File: config.mk
export PLATFORM = sky130hd
export DESIGN_NAME = program_counter
export DESIGN_NICKNAME = d
export VERILOG_FILES = /design/src/rtl/program_counter.sv
export SDC_FILE = /design/constraint.sdc
export NUM_CORES = 1
export LEC_CHECK = 0
export CORE_MARGIN = 2
export CORE_UTILIZATION = 48
export CTS_CLUSTER_DIAMETER = 50
export DETAILED_ROUTE_END_ITERATION = 10
export PLACE_DENSITY_LB_ADDON = 0.25
export SYNTH_ARGS = -nofsm -noshare
export SYNTH_HDL_FRONTEND = slang
export SYNTH_SLANG_ARGS = --single-unit
File: constraint.sdc
create_clock -name clk -period 5 [get_ports clk]
set_input_delay 0.5 -clock clk [delete_from_list [all_inputs] [get_ports clk]]
set_output_delay 0.5 -clock clk [all_outputs]
set_load 0.01 [all_outputs]
File: src/rtl/program_counter.sv
// Fetch program counter: BOOT/RUN/HALTED control with sequential, branch,
// J-type and register-indirect next-PC selection plus misaligned-jr flagging.
module program_counter #(
  parameter logic [31:0] RESET_PC = 32'h0000_0000
) (
  input  logic        clk,
  input  logic        reset,
  input  logic        stall,
  input  logic        branch_taken,
  input  logic [15:0] branch_offset,
  input  logic        jump,
  input  logic [25:0] jump_index,
  input  logic        jump_reg,
  input  logic [31:0] reg_target,
  input  logic        halt,
  output logic [31:0] pc,
  output logic [31:0] pc_plus4,
  output logic        fetch_valid,
  output logic        addr_error
);

  localparam int unsigned XLEN = 32;
  localparam int unsigned OFF_W = 16;
  localparam int unsigned IDX_W = 26;
  localparam logic [XLEN-1:0] RESET_PC_ALIGNED = {RESET_PC[XLEN-1:2], 2'b00};

  typedef enum logic [1:0] {
    BOOT   = 2'd0,
    RUN    = 2'd1,
    HALTED = 2'd2
  } state_e;

  state_e          state_q, state_d;
  logic [XLEN-1:0] pc_q, pc_d;
  logic            addr_error_q, addr_error_d;

  logic [XLEN-1:0] branch_tgt;
  logic [XLEN-1:0] jump_tgt;
  logic [XLEN-1:0] jr_tgt;

  // Candidate targets, all derived from the current fetch address.
  always_comb begin
    pc_plus4   = pc_q + XLEN'(4);
    branch_tgt = pc_plus4 + {{(XLEN-OFF_W-2){branch_offset[OFF_W-1]}}, branch_offset, 2'b00};
    jump_tgt   = {pc_plus4[XLEN-1:XLEN-4], jump_index[IDX_W-1:0], 2'b00};
    jr_tgt     = {reg_target[XLEN-1:2], 2'b00};
  end

  // Next state / next PC; halt and stall both hold, with halt taking precedence.
  always_comb begin
    state_d      = state_q;
    pc_d         = pc_q;
    addr_error_d = 1'b0;
    case (state_q)
      BOOT: begin
        state_d = RUN;
        pc_d    = pc_plus4;
      end
      RUN: begin
        if (halt) begin
          state_d = HALTED;
        end else if (!stall) begin
          if (jump_reg) begin
            pc_d         = jr_tgt;
            addr_error_d = |reg_target[1:0];
          end else if (jump) begin
            pc_d = jump_tgt;
          end else if (branch_taken) begin
            pc_d = branch_tgt;
          end else begin
            pc_d = pc_plus4;
          end
        end
      end
      HALTED: begin
        state_d = HALTED;
      end
      default: begin
        state_d = BOOT;
        pc_d    = RESET_PC_ALIGNED;
      end
    endcase
  end

  always_ff @(posedge clk) begin
    if (reset) begin
      state_q      <= BOOT;
      pc_q         <= RESET_PC_ALIGNED;
      addr_error_q <= 1'b0;
    end else begin
      state_q      <= state_d;
      pc_q         <= pc_d;
      addr_error_q <= addr_error_d;
    end
  end

  // A stalled fetch still presents a valid (repeated) address.
  always_comb begin
    pc          = pc_q;
    fetch_valid = (state_q == RUN) && !halt;
    addr_error  = addr_error_q;
  end

endmodule

[After elaboration in Yosys (flattened, before gate mapping)]
Cells that the tools add are included.
Storage, ports and cells
  output and inout port bits: 66
  bits in registers: 35
  input bits: 81
  word-level logic and storage cells: 27
Cells by class
  reductions and logical operators: 6
  muxes and demuxes: 8
  bitwise gates (word level): 3
  equality and inequality tests: 5
  $add $sub $neg: 2
Operator list (number)
  two-way mux 32 bit: 5
  case mux 32 bit (3 select lines): 1
  adder 32 x 3 -> 32 bit (second input constant): 1
  adder 32 bit: 1
  inequality test 2 bit (second input constant): 3
  case mux 2 bit (3 select lines): 1
  OR reduction 5 bit: 1
  NOT 1 bit: 3
  AND reduction 3 bit: 1
  equality test 2 x 1 -> 1 bit (second input constant): 1
  equality test 2 bit (second input constant): 1
  zero test 2 bit: 1
  two-way mux 2 bit: 1
  OR reduction 2 bit: 1
  logical AND 1 bit: 1
  zero test 1 bit: 1

[Logic depth before layout (Yosys ltp)]
Gate-level depths: netlist (run 1).
  depth after elaboration: 8
  gate-level depth with buffers: 17

[Least setup slack after synthesis (run 1)]
No wires, ideal clock.
  path type: register to register
  from: register pc_q[2] (netlist: pc[2])
  to: register pc_q[30] (netlist: pc[30])
  arrival time: 3799 ps
  path buffers: 1
  required time: 4900 ps
  stages on the path, launching flop included: 16
  clock period less this slack: 3898 ps
  slack: 1102 ps
  cells stage by stage: dfxtp_1 -> ha_1 -> nand4_1 -> nor2_1 -> nand2_1 -> xnor2_1 -> ha_1 -> clkbuf_1 -> o211ai_1 -> nand4_1 -> and3_1 -> o211ai_1 -> nand2_1 -> a311oi_1 -> mux2_2 -> a2111oi_4
On the way
  longest elaborated chain between the ends: 8
Ends and longest elaborated chain
  start: declaration: RTL line 34  | logic [XLEN-1:0] pc_q, pc_d;
  start signal: assignment: RTL line 92  | pc_q <= pc_d;
  adder 32 x 3 -> 32 bit: RTL line 43  | pc_plus4 = pc_q + XLEN'(4);
  named net pc_plus4[10]: RTL line 17  | output logic [31:0] pc_plus4,
  adder 32 bit: RTL line 44  | branch_tgt = pc_plus4 + {{(XLEN-OFF_W-2){branch_offset[OFF_W-1]}}, branch_offset, 2'b00};
  two-way mux 32 bit: RTL line 68  | end else if (branch_taken) begin
  two-way mux 32 bit: RTL line 66  | end else if (jump) begin
  two-way mux 32 bit: RTL line 63  | if (jump_reg) begin
  two-way mux 32 bit: RTL line 62  | end else if (!stall) begin
  two-way mux 32 bit: RTL line 60  | if (halt) begin
  case mux 32 bit (3 select lines): RTL line 54  | case (state_q)
The timed path passes the listed nets, and every way through them passes these cells. The select of a mux whose other input is x is not followed.
A chain may end at the register's enable or synchronous reset.

[Worst setup path after layout (run 1)]
  from: register pc_q[2] (netlist: pc[2])
  to: register pc_q[30] (netlist: pc[30])
On the way
  longest elaborated chain between the ends: 8
Ends and longest elaborated chain (RTL line)
  adder 32 x 3 -> 32 bit (*): 43
  adder 32 bit: 44
  two-way mux 32 bit: 68
  two-way mux 32 bit: 66
  two-way mux 32 bit: 63
  two-way mux 32 bit: 62
  two-way mux 32 bit: 60
  case mux 32 bit (3 select lines) (*): 54
Mark *: on every way between the ends. The rest lies on a longest branch, timed or not. The select of a mux whose other input is x is not followed.

==> flow_summary.toml, run 1 <==
[run_status]
run_status = "completed"

[critical_path]
critPathKind = "reg -> reg"
worst-endpoint-required_ns = 5.22
crit_path_max_incr_delay_ns = 0.44
r2r.worst_path.cells = 14
cp_cell_sequence = "ha_1 > nand4_1 > nor2_1 > nand2_1 > xnor2_1 > ha_1 > o211ai_1 > nand4_1 > and3_1 > o211ai_1 > nand2_1 > a311oi_1 > mux2_2 > a2111oi_4"
setup.worst_path.start_class = "flop"
timing.critical_path.slowest_stage_cell = "sky130_fd_sc_hd__xnor2_1"
worstSetupEndpointType = "flop"
worst-endpoint-arrival_ns = 4.67
cp_max_fo = 7

[finish]
antenna-diode-count = 0
layout.cell_area.non_filler_um2 = 6220
nNetsFinal = 888
layout-area-overhead-vs-synth_pct = 33.6
fin_cells = 898
filler_cell_count = 845
drive_above_1_share = 0.0546

[pwr]
pwr_density_cell_nw_per_um2 = 490
power.leakage_uw = 0.00254
irDropWorstVdd_mv = 0.275
power_uw = 3050

[global_routing]
grt_most_used_layer = "met2"
remaining_overflow_grt = 0
first_global_vias = 5734
grt_util_met2 = 0.579
grt.met1_usage = 0.380
number_of_antenna_violations_at_the_first_check_in_global_routing = 0
global_route.usage.met3 = 0.0942
grt_first_pass_wirelength_um = 27900
grt_usage = 0.339
grt_max_degree = 36

[route]
via_count = 5786
detail_route.first_pass.iterations = 7
drt_first_iter_violations = 410
routed_via_density = 6.44
route.antenna.remaining_nets = 0
route.final.wire_length_um = 18000
drc = 0
wl_per_cell_um = 20.0

[clocking]
root_buffer_selected_by_cts = "sky130_fd_sc_hd__clkbuf_8"
clockBufferDepth = 2
clk-insertion-delay-late_ns = 0.31
hold_buffers = 0
clk_pin_slew_worst_paths_ns = 0.08
tritoncts_clock_tree = "yes"
cts-buffers-inserted = 5
number_of_setup_buffers_added_after_cts = 0
cts.htree.levels = 2
post_cts_resized = 0
clock_sink_count = 33

[timing]
timing_hold_violations_final = 0
setup_total_negative_slack_ns = 0
setup_ws_ns = 0.553
timing.clock.skew_ns = 0.00881
maxSlewHeadroom = 0.237
setup_violations = 0
tightest_slew_ns = 1.14
finalWorstPathRequiredPeriod_ns = 4.45
grt_setup_unrepaired = "false"
fmaxAchievable_ghz = 0.225
fin_crit_sh = 0.889
slew_viol_final = 0

[yosys]
yosys_warnings = 0
synth_seq_cells = 33
synth.cell_area_um2 = 4660
syn_inst = 647
post_synth_num_cell_types = 77
ys_async_sr_fraction = 0
synth_top_cell_by_area = "sky130_fd_sc_hd__dfxtp_1"
synthTopCellsByCount = "sky130_fd_sc_hd__nor2_1 (71), sky130_fd_sc_hd__nand2_1 (64), sky130_fd_sc_hd__a21oi_1 (55)"
synth.avg_cell_area_um2 = 7.20
synthDominantCellAreaShare = 0.142
register_area_share_after_synthesis = 0.142
post_synth_edffs = 0
yosys.cell_count.top_type = "sky130_fd_sc_hd__nor2_1"
synth_area_leaders = "sky130_fd_sc_hd__dfxtp_1 (14%), sky130_fd_sc_hd__ha_1 (10%), sky130_fd_sc_hd__a21oi_1 (5.9%)"
synth_flop_cell = "sky130_fd_sc_hd__dfxtp_1"

[floorplanning]
initial_util = 0.499
die_h_um = 103
floorplan.io_pins = 147
floorplan.core_area_um2 = 9330
die_area_um2 = 10500
placementRows = 35
fp.dieW_um = 103

[placed_design]
port_buffers = 142
place_congestion = 1.15
detailed_place_hpwl_um = 13700
placedCellCount = 890
worst_slack_after_detailed_placement_ns = 0.640
detailed_place.area_um2 = 6110

[worst_hold_path]
hold_class = "reg -> reg"
hold-path-cell-count = 2

[run]
cap_viol_max_count = 0
-- layout make-up --
cell class | count | area (um2) | share of cell area
clock inverters | 3 | 46.3 | 0.00744
multi-input cells | 556 | 3720 | 0.597
inverters | 20 | 75.1 | 0.0121
clock buffers | 5 | 68.8 | 0.0111
flip-flops and latches | 33 | 661 | 0.106
well taps | 129 | 161 | 0.0259
repair buffers | 152 | 1500 | 0.240
-- power by group --
part | total (uW) | switching (uW) | leakage (uW) | internal [uW]
clock network | 274 | 124 | 0.0000543 | 149
registers | 514 | 157 | 0.000271 | 358
logic | 2260 | 1280 | 0.00221 | 978
-- kinds of logic (layout without fill, tap and decap cells) --
family,after synthesis,in the layout,synth area share
muxes,10,10,0.0220
AOI/OAI and AO/OA,215,215,0.309
DFF,33,33,0.142
other,1,4,0.000805
xor gates and xnor gates,50,50,0.0980
buffers and inverters,61,180,0.0634
and+or+nand+nor,238,238,0.259
adders and majority gates,39,39,0.106
-- state kept, by name (all words and copies together), names as in the netlist --
| name | cells |
|---|---|
| state_q | 2 |
| pc | 30 |
| addr_error | 1 |
-- worst paths after layout --
| path | startpoint | to | slack (ns) |
|---|---|---|---|
| worst min-delay path | state_q[0]$_SDFFE_PP0N_ | state_q[0]$_SDFFE_PP0N_ | 0.54 |
| worst max-delay path | pc[2]$_SDFFE_PP0P_ | pc[30]$_SDFFE_PP0P_ | 0.55 |
| worst max register to register | pc[2]$_SDFFE_PP0P_ | pc[30]$_SDFFE_PP0P_ | 0.55 |
| worst min register to register | state_q[0]$_SDFFE_PP0N_ | state_q[0]$_SDFFE_PP0N_ | 0.54 |
-- through the flow --
step                utilization  hold slack, ns
floorplan                     -           0.483
global placement          0.655           0.497
detailed placement        0.655           0.523
CTS                       0.667           0.543
global route              0.667           0.594
finish                    0.667           0.537
-- routing by layer --
layer / routed length (um) / vias up / part of all wire
met5: 0 / - / 0
met4: 1010 / 0 / 0.056
met3: 1950 / 89 / 0.11
met2: 8430 / 398 / 0.47
met1: 6610 / 2670 / 0.37
li1: - / 2629 / -
-- placed cells by master (no fill, tap or decap), types with 6 or more instances in the layout --
| cell | instances |
|---|---|
| sky130_fd_sc_hd__nor2_1 | 71 |
| sky130_fd_sc_hd__xnor2_1 | 22 |
| sky130_fd_sc_hd__ha_1 | 38 |
| sky130_fd_sc_hd__and3_1 | 7 |
| sky130_fd_sc_hd__a311oi_1 | 8 |
| sky130_fd_sc_hd__inv_1 | 20 |
| sky130_fd_sc_hd__dfxtp_1 | 33 |
| sky130_fd_sc_hd__nor2b_1 | 7 |
| sky130_fd_sc_hd__or3_1 | 6 |
| sky130_fd_sc_hd__buf_4 | 10 |
| sky130_fd_sc_hd__nand2b_1 | 9 |
| sky130_fd_sc_hd__nand4_1 | 12 |
| sky130_fd_sc_hd__a211oi_1 | 11 |
| sky130_fd_sc_hd__nand2_1 | 64 |
| sky130_fd_sc_hd__xor2_1 | 27 |
| sky130_fd_sc_hd__a31oi_1 | 8 |
| sky130_fd_sc_hd__o211ai_1 | 10 |
| sky130_fd_sc_hd__nand3_1 | 21 |
| sky130_fd_sc_hd__a21oi_1 | 55 |
| sky130_fd_sc_hd__o21ai_0 | 45 |
| sky130_fd_sc_hd__nor3_1 | 10 |
| sky130_fd_sc_hd__clkdlybuf4s50_1 | 142 |
| sky130_fd_sc_hd__a221oi_1 | 10 |
| sky130_fd_sc_hd__a21o_1 | 14 |
| sky130_fd_sc_hd__mux2i_1 | 8 |
-- worst max-delay path: cells and delay by family, from the launching register on --
family | cells | cell delay [ns]
adder cells (fa/ha/maj) | 2 | 0.65
flip-flops | 1 | 0.43
XOR/XNOR | 1 | 0.44
AND/OR/NAND/NOR | 6 | 1.29
AO/OA/AOI/OAI | 4 | 1.15
multiplexers | 1 | 0.40
No activity file was read; power rests on OpenSTA's default activity.
==> run 2, diff against run 1 <==
--- a/config.mk
+++ b/config.mk
@@ -6,10 +6,12 @@
 export NUM_CORES = 1
 export LEC_CHECK = 0
 export CORE_MARGIN = 2
-export CORE_UTILIZATION = 48
+export CORE_UTILIZATION = 49
+export CTS_BUF_LIST = sky130_fd_sc_hd__clkbuf_4
 export CTS_CLUSTER_DIAMETER = 50
 export DETAILED_ROUTE_END_ITERATION = 10
 export PLACE_DENSITY_LB_ADDON = 0.25
 export SYNTH_ARGS = -nofsm -noshare
 export SYNTH_HDL_FRONTEND = slang
 export SYNTH_SLANG_ARGS = --single-unit
+export TNS_END_PERCENT = 50
==> flow_summary.toml, run 2 (same netlist as run 1, synthesis figures left out) <==
[floorplanning]
placementRows = 35
die_area_um2 = 10300
floorplan.io_pins = 147
initial_util = 0.504
die_h_um = 102
fp.dieW_um = 102
floorplan.core_area_um2 = 9240

[clocking]
number_of_setup_buffers_added_after_cts = 0
cts-buffers-inserted = 5
tritoncts_clock_tree = "yes"
post_cts_resized = 0
clock_sink_count = 33
root_buffer_selected_by_cts = "sky130_fd_sc_hd__clkbuf_4"
clockBufferDepth = 2
clk-insertion-delay-late_ns = 0.35
hold_buffers = 0
clk_pin_slew_worst_paths_ns = 0.13
cts.htree.levels = 2

[finish]
largest_register_ff_count = 30
layout-area-overhead-vs-synth_pct = 32.8
filler_cell_count = 829
antenna-diode-count = 0
final_common_cell = "sky130_fd_sc_hd__clkdlybuf4s50_1"
regArea_um2 = 661
drive_above_1_share = 0.0534
fin_cells = 897
most_frequent_cells_in_the_layout = "sky130_fd_sc_hd__clkdlybuf4s50_1 (142), sky130_fd_sc_hd__nor2_1 (71), sky130_fd_sc_hd__nand2_1 (64), sky130_fd_sc_hd__a21oi_1 (55), sky130_fd_sc_hd__o21ai_0 (45)"
final_core_util = 0.669
multi_input_comb_area_um2 = 3720
nNetsFinal = 887

[critical_path]
setup.worst_path.start_class = "flop"
worst-endpoint-required_ns = 5.26
crit_path_max_incr_delay_ns = 0.44
cp_max_fo = 6
r2r.worst_path.cells = 15
worst-endpoint-arrival_ns = 4.80
timing.critical_path.slowest_stage_cell = "sky130_fd_sc_hd__nor2_1"
worstSetupEndpointType = "flop"
timing.critical_path.buf_inv = 0
timing.critical_path.max_delay_family = "compound AO/OA/AOI/OAI gates"
critPathKind = "reg -> reg"
worst-path-stages = 15
cp_cell_sequence = "ha_1 > nand4_1 > nor2_1 > and4_2 > xor2_1 > ha_1 > a21o_1 > a21o_1 > a221oi_1 > o21ai_1 > a311oi_2 > o21ai_1 > nand4_1 > mux2i_1 > o32ai_1"

[pwr]
irDropWorstVdd_mv = 0.287
power.leakage_uw = 0.00252
pwr_density_cell_nw_per_um2 = 477

[route]
detail_route.first_pass.iterations = 7
wl_per_cell_um = 19.5
routed_via_density = 6.33
route.antenna.remaining_nets = 0
drc = 0
route.final.wire_length_um = 17500
drt_first_iter_violations = 383
via_count = 5680

[timing]
setup_total_negative_slack_ns = 0
slew_viol_final = 0
tightest_slew_ns = 1.07
fin_worst_hold_slack_ns = 0.544
setup_violations = 0
maxSlewHeadroom = 0.285
timing_hold_violations_final = 0
timing.clock.skew_ns = 0.0106
finalWorstPathRequiredPeriod_ns = 4.54
fin_crit_sh = 0.907
grt_setup_unrepaired = "false"
fmaxAchievable_ghz = 0.220

[global_routing]
grt_max_degree = 42
grt_first_pass_wirelength_um = 27400
grt_usage = 0.334
number_of_antenna_violations_at_the_first_check_in_global_routing = 0
remaining_overflow_grt = 0
first_global_vias = 5370

[run_status]
run_status = "completed"

[run]
cap_viol_max_count = 0

[placed_design]
detailed_place_hpwl_um = 13300
placedCellCount = 889
port_buffers = 142
place_congestion = 1.00

[worst_hold_path]
hold-path-cell-count = 2
hold_class = "reg -> reg"
==> run 2: changes by cell type in the layout (fill, tap and decap cells not counted), sizes merged <==
cell  change
buf       -1
==> run 2: where the power goes <==
group,leakage [uW],switching (uW),internal (uW),total (uW)
registers,0.000271,151,357,508
clock network,0.0000414,117,106,223
logic,0.00221,1250,969,2220
total,0.00252,1520,1430,2950
==> run 2: path summary, 6_finish.rpt <==
path	startpoint	to	slack, ns
worst max-delay path	pc[2]$_SDFFE_PP0P_	pc[29]$_SDFFE_PP0P_	0.46
worst max register to register	pc[2]$_SDFFE_PP0P_	pc[29]$_SDFFE_PP0P_	0.46
worst min-delay path	pc[12]$_SDFFE_PP0P_	pc[12]$_SDFFE_PP0P_	0.54
worst min register to register	pc[12]$_SDFFE_PP0P_	pc[12]$_SDFFE_PP0P_	0.54
==> run 2: layout make-up <==
type / instances / share of cell area
sequential: 33 / 0.107
clock inverter: 3 / 0.00748
multi-input combinational: 556 / 0.601
timing repair buffer: 151 / 0.241
clock buffer: 5 / 0.00607
tap: 129 / 0.0261
inverter: 20 / 0.0121
==> run 2: worst reg2reg max path: stages (launching register included) <==
cell,delay (ns)
sky130_fd_sc_hd__dfxtp_1,0.43
sky130_fd_sc_hd__ha_1,0.24
sky130_fd_sc_hd__nand4_1,0.15
sky130_fd_sc_hd__nor2_1,0.44
sky130_fd_sc_hd__and4_2,0.31
sky130_fd_sc_hd__xor2_1,0.37
sky130_fd_sc_hd__ha_1,0.34
sky130_fd_sc_hd__a21o_1,0.18
sky130_fd_sc_hd__a21o_1,0.17
sky130_fd_sc_hd__a221oi_1,0.38
sky130_fd_sc_hd__o21ai_1,0.28
sky130_fd_sc_hd__a311oi_2,0.36
sky130_fd_sc_hd__o21ai_1,0.21
sky130_fd_sc_hd__nand4_1,0.22
sky130_fd_sc_hd__mux2i_1,0.10
sky130_fd_sc_hd__o32ai_1,0.28
==> run 2: layer usage <==
layer,routed length (um),track usage,up-vias
li1,-,-,2641
met1,6610,0.408,2616
met2,8240,0.559,361
met3,1910,0.0773,62
met4,696,0.150,0
met5,0,0,-
==> run 2: stage by stage <==
stage | setup WS (ns) | cell area, um2 | total power (uW)
2_1_floorplan | 1.10 | 4670 | 1890
3_3_place_gp | 0.650 | 6100 | 2650
3_5_place_dp | 0.562 | 6100 | 2690
4_1_cts | 0.540 | 6190 | 2920
5_1_grt | 0.215 | 6190 | 3180
6_report | 0.465 | 6190 | 2950
==> run 3, diff against run 2 <==
--- a/config.mk
+++ b/config.mk
@@ -5,12 +5,14 @@
 export SDC_FILE = /design/constraint.sdc
 export NUM_CORES = 1
 export LEC_CHECK = 0
+export CORE_ASPECT_RATIO = 0.7
 export CORE_MARGIN = 2
 export CORE_UTILIZATION = 49
 export CTS_BUF_LIST = sky130_fd_sc_hd__clkbuf_4
 export CTS_CLUSTER_DIAMETER = 50
 export DETAILED_ROUTE_END_ITERATION = 10
 export PLACE_DENSITY_LB_ADDON = 0.25
+export REMOVE_ABC_BUFFERS = 1
 export SYNTH_ARGS = -nofsm -noshare
 export SYNTH_HDL_FRONTEND = slang
 export SYNTH_SLANG_ARGS = --single-unit
==> flow_summary.toml, run 3 (same netlist as run 1, synthesis figures left out) <==
[run_status]
run_status = "completed"

[clocking]
clk_pin_slew_worst_paths_ns = 0.14
number_of_setup_buffers_added_after_cts = 0
clock_sink_count = 33
cts.htree.levels = 2
hold_buffers = 0
post_cts_resized = 0
tritoncts_clock_tree = "yes"
root_buffer_selected_by_cts = "sky130_fd_sc_hd__clkbuf_4"
clockBufferDepth = 2
cts-buffers-inserted = 5
clk-insertion-delay-late_ns = 0.37

[finish]
regArea_um2 = 661
fin_cells = 896
final_common_cell = "sky130_fd_sc_hd__clkdlybuf4s50_1"
largest_register_ff_count = 30
layout-area-overhead-vs-synth_pct = 33.8
multi_input_comb_area_um2 = 3720
filler_cell_count = 818
nNetsFinal = 891
drive_above_1_share = 0.0583
final_core_util = 0.682
most_frequent_cells_in_the_layout = "sky130_fd_sc_hd__clkdlybuf4s50_1 (142), sky130_fd_sc_hd__nor2_1 (71), sky130_fd_sc_hd__nand2_1 (64), sky130_fd_sc_hd__a21oi_1 (55), sky130_fd_sc_hd__o21ai_0 (45)"
antenna-diode-count = 0

[pwr]
power_report.internal_total_uw = 1490
power.share.sequential = 0.166
irDropWorstVdd_mv = 0.349
power.leakage_uw = 0.00256
switching_share = 0.514
pwr_density_cell_nw_per_um2 = 493
pwr-share-comb = 0.743
power.clock.fraction = 0.091
netSwitchingPower_uw = 1580

[global_routing]
grt_usage = 0.355
remaining_overflow_grt = 0
number_of_antenna_violations_at_the_first_check_in_global_routing = 0
grt_first_pass_wirelength_um = 28900
grt_max_degree = 29
first_global_vias = 5385

[critical_path]
worstSetupEndpointType = "flop"
setup.worst_path.start_class = "flop"
cp_max_fo = 6
worst-endpoint-required_ns = 5.26
critPathKind = "reg -> reg"
worst-endpoint-arrival_ns = 4.94

[route]
detail_route.first_pass.iterations = 6
via_count = 5765
routed_via_density = 6.43
drt_first_iter_violations = 707
route.final.wire_length_um = 18600
wl_per_cell_um = 20.8
drc = 0
route.antenna.remaining_nets = 0

[placed_design]
placedCellCount = 888
port_buffers = 142
place_congestion = 1.01
detailed_place_hpwl_um = 13900

[floorplanning]
initial_util = 0.509
floorplan.core_area_um2 = 9140
fp.dieW_um = 121
die_h_um = 85.6
placementRows = 29
die_area_um2 = 10300
floorplan.io_pins = 147

[timing]
fmaxAchievable_ghz = 0.213
setup_violations = 0
maxSlewHeadroom = 0.401
slew_viol_final = 0
timing.clock.skew_ns = 0.00992
finalWorstPathRequiredPeriod_ns = 4.69
fin_crit_sh = 0.938
tightest_slew_ns = 0.896
timing_hold_violations_final = 0
setup_total_negative_slack_ns = 0
grt_setup_unrepaired = "false"

[run]
cap_viol_max_count = 0

[worst_hold_path]
hold_class = "reg -> reg"
## run 3: cell count changes in the layout (fill, tap and decap cells not counted), sizes merged
cell      delta
inv          +1
bufinv       +1
clkinvlp     -1
buf          +4
clkinv       -1
## run 3: metrics by stage
| step | total power, uW | setup slack, ns | instance area, um2 | hold slack, ns |
|---|---|---|---|---|
| 4_1_cts | 3010 | 0.486 | 6230 | 0.547 |
| 3_5_place_dp | 2710 | 0.586 | 6130 | 0.523 |
| 2_1_floorplan | 1820 | 1.14 | 4450 | 0.484 |
| 6_report | 3070 | 0.312 | 6230 | 0.549 |
| 3_3_place_gp | 2670 | 0.713 | 6130 | 0.498 |
| 5_1_grt | 3270 | 0.0364 | 6230 | 0.575 |
## run 3: area by class of cell
| cell class | count | area share |
|---|---|---|
| multi-input combinational | 556 | 0.596 |
| timing repair buffer | 155 | 0.244 |
| clock buffer | 5 | 0.00602 |
| clock inverter | 3 | 0.0110 |
| tap | 124 | 0.0249 |
| sequential | 33 | 0.106 |
| inverter | 20 | 0.0120 |
## run 3: layer usage
| layer | vias up | GRT usage | part of all wire |
|---|---|---|---|
| met1 | 2642 | 0.515 | 0.42 |
| met4 | 0 | 0.0899 | 0.022 |
| met3 | 39 | 0.101 | 0.14 |
| li1 | 2647 | - | - |
| met5 | - | 0 | 0 |
| met2 | 437 | 0.516 | 0.42 |
## run 3: final timing paths
kind / from / end / slack (ns) / depth (start not counted)
setup / recovery: pc[2]$_SDFFE_PP0P_ / pc[25]$_SDFFE_PP0P_ / 0.31 / 15
hold / removal: pc[7]$_SDFFE_PP0P_ / pc[7]$_SDFFE_PP0P_ / 0.55 / 2
setup reg to reg: pc[2]$_SDFFE_PP0P_ / pc[25]$_SDFFE_PP0P_ / 0.31 / 15
hold reg to reg: pc[7]$_SDFFE_PP0P_ / pc[7]$_SDFFE_PP0P_ / 0.55 / 2
## run 3: critical path, stage by stage (launching register included)
cell                       delay (ns)
sky130_fd_sc_hd__dfxtp_1         0.46
sky130_fd_sc_hd__ha_1            0.24
sky130_fd_sc_hd__nand4_1         0.17
sky130_fd_sc_hd__nor2_1          0.39
sky130_fd_sc_hd__and4_2          0.30
sky130_fd_sc_hd__xor2_1          0.42
sky130_fd_sc_hd__ha_1            0.35
sky130_fd_sc_hd__a21o_1          0.18
sky130_fd_sc_hd__a21o_1          0.19
sky130_fd_sc_hd__a221oi_1        0.39
sky130_fd_sc_hd__o21ai_1         0.29
sky130_fd_sc_hd__a311oi_2        0.39
sky130_fd_sc_hd__o21ai_1         0.17
sky130_fd_sc_hd__a21oi_1         0.20
sky130_fd_sc_hd__xor2_1          0.30
sky130_fd_sc_hd__o21ai_0         0.14
## run 3: power groups by stage
stage / clock network (uW) / registers (uW) / logic, uW
2_1_floorplan: 0 / 516 / 1300
5_1_grt: 287 / 519 / 2460
3_5_place_dp: 0 / 506 / 2200
3_3_place_gp: 0 / 498 / 2170
6_report: 281 / 509 / 2280
4_1_cts: 275 / 502 / 2230
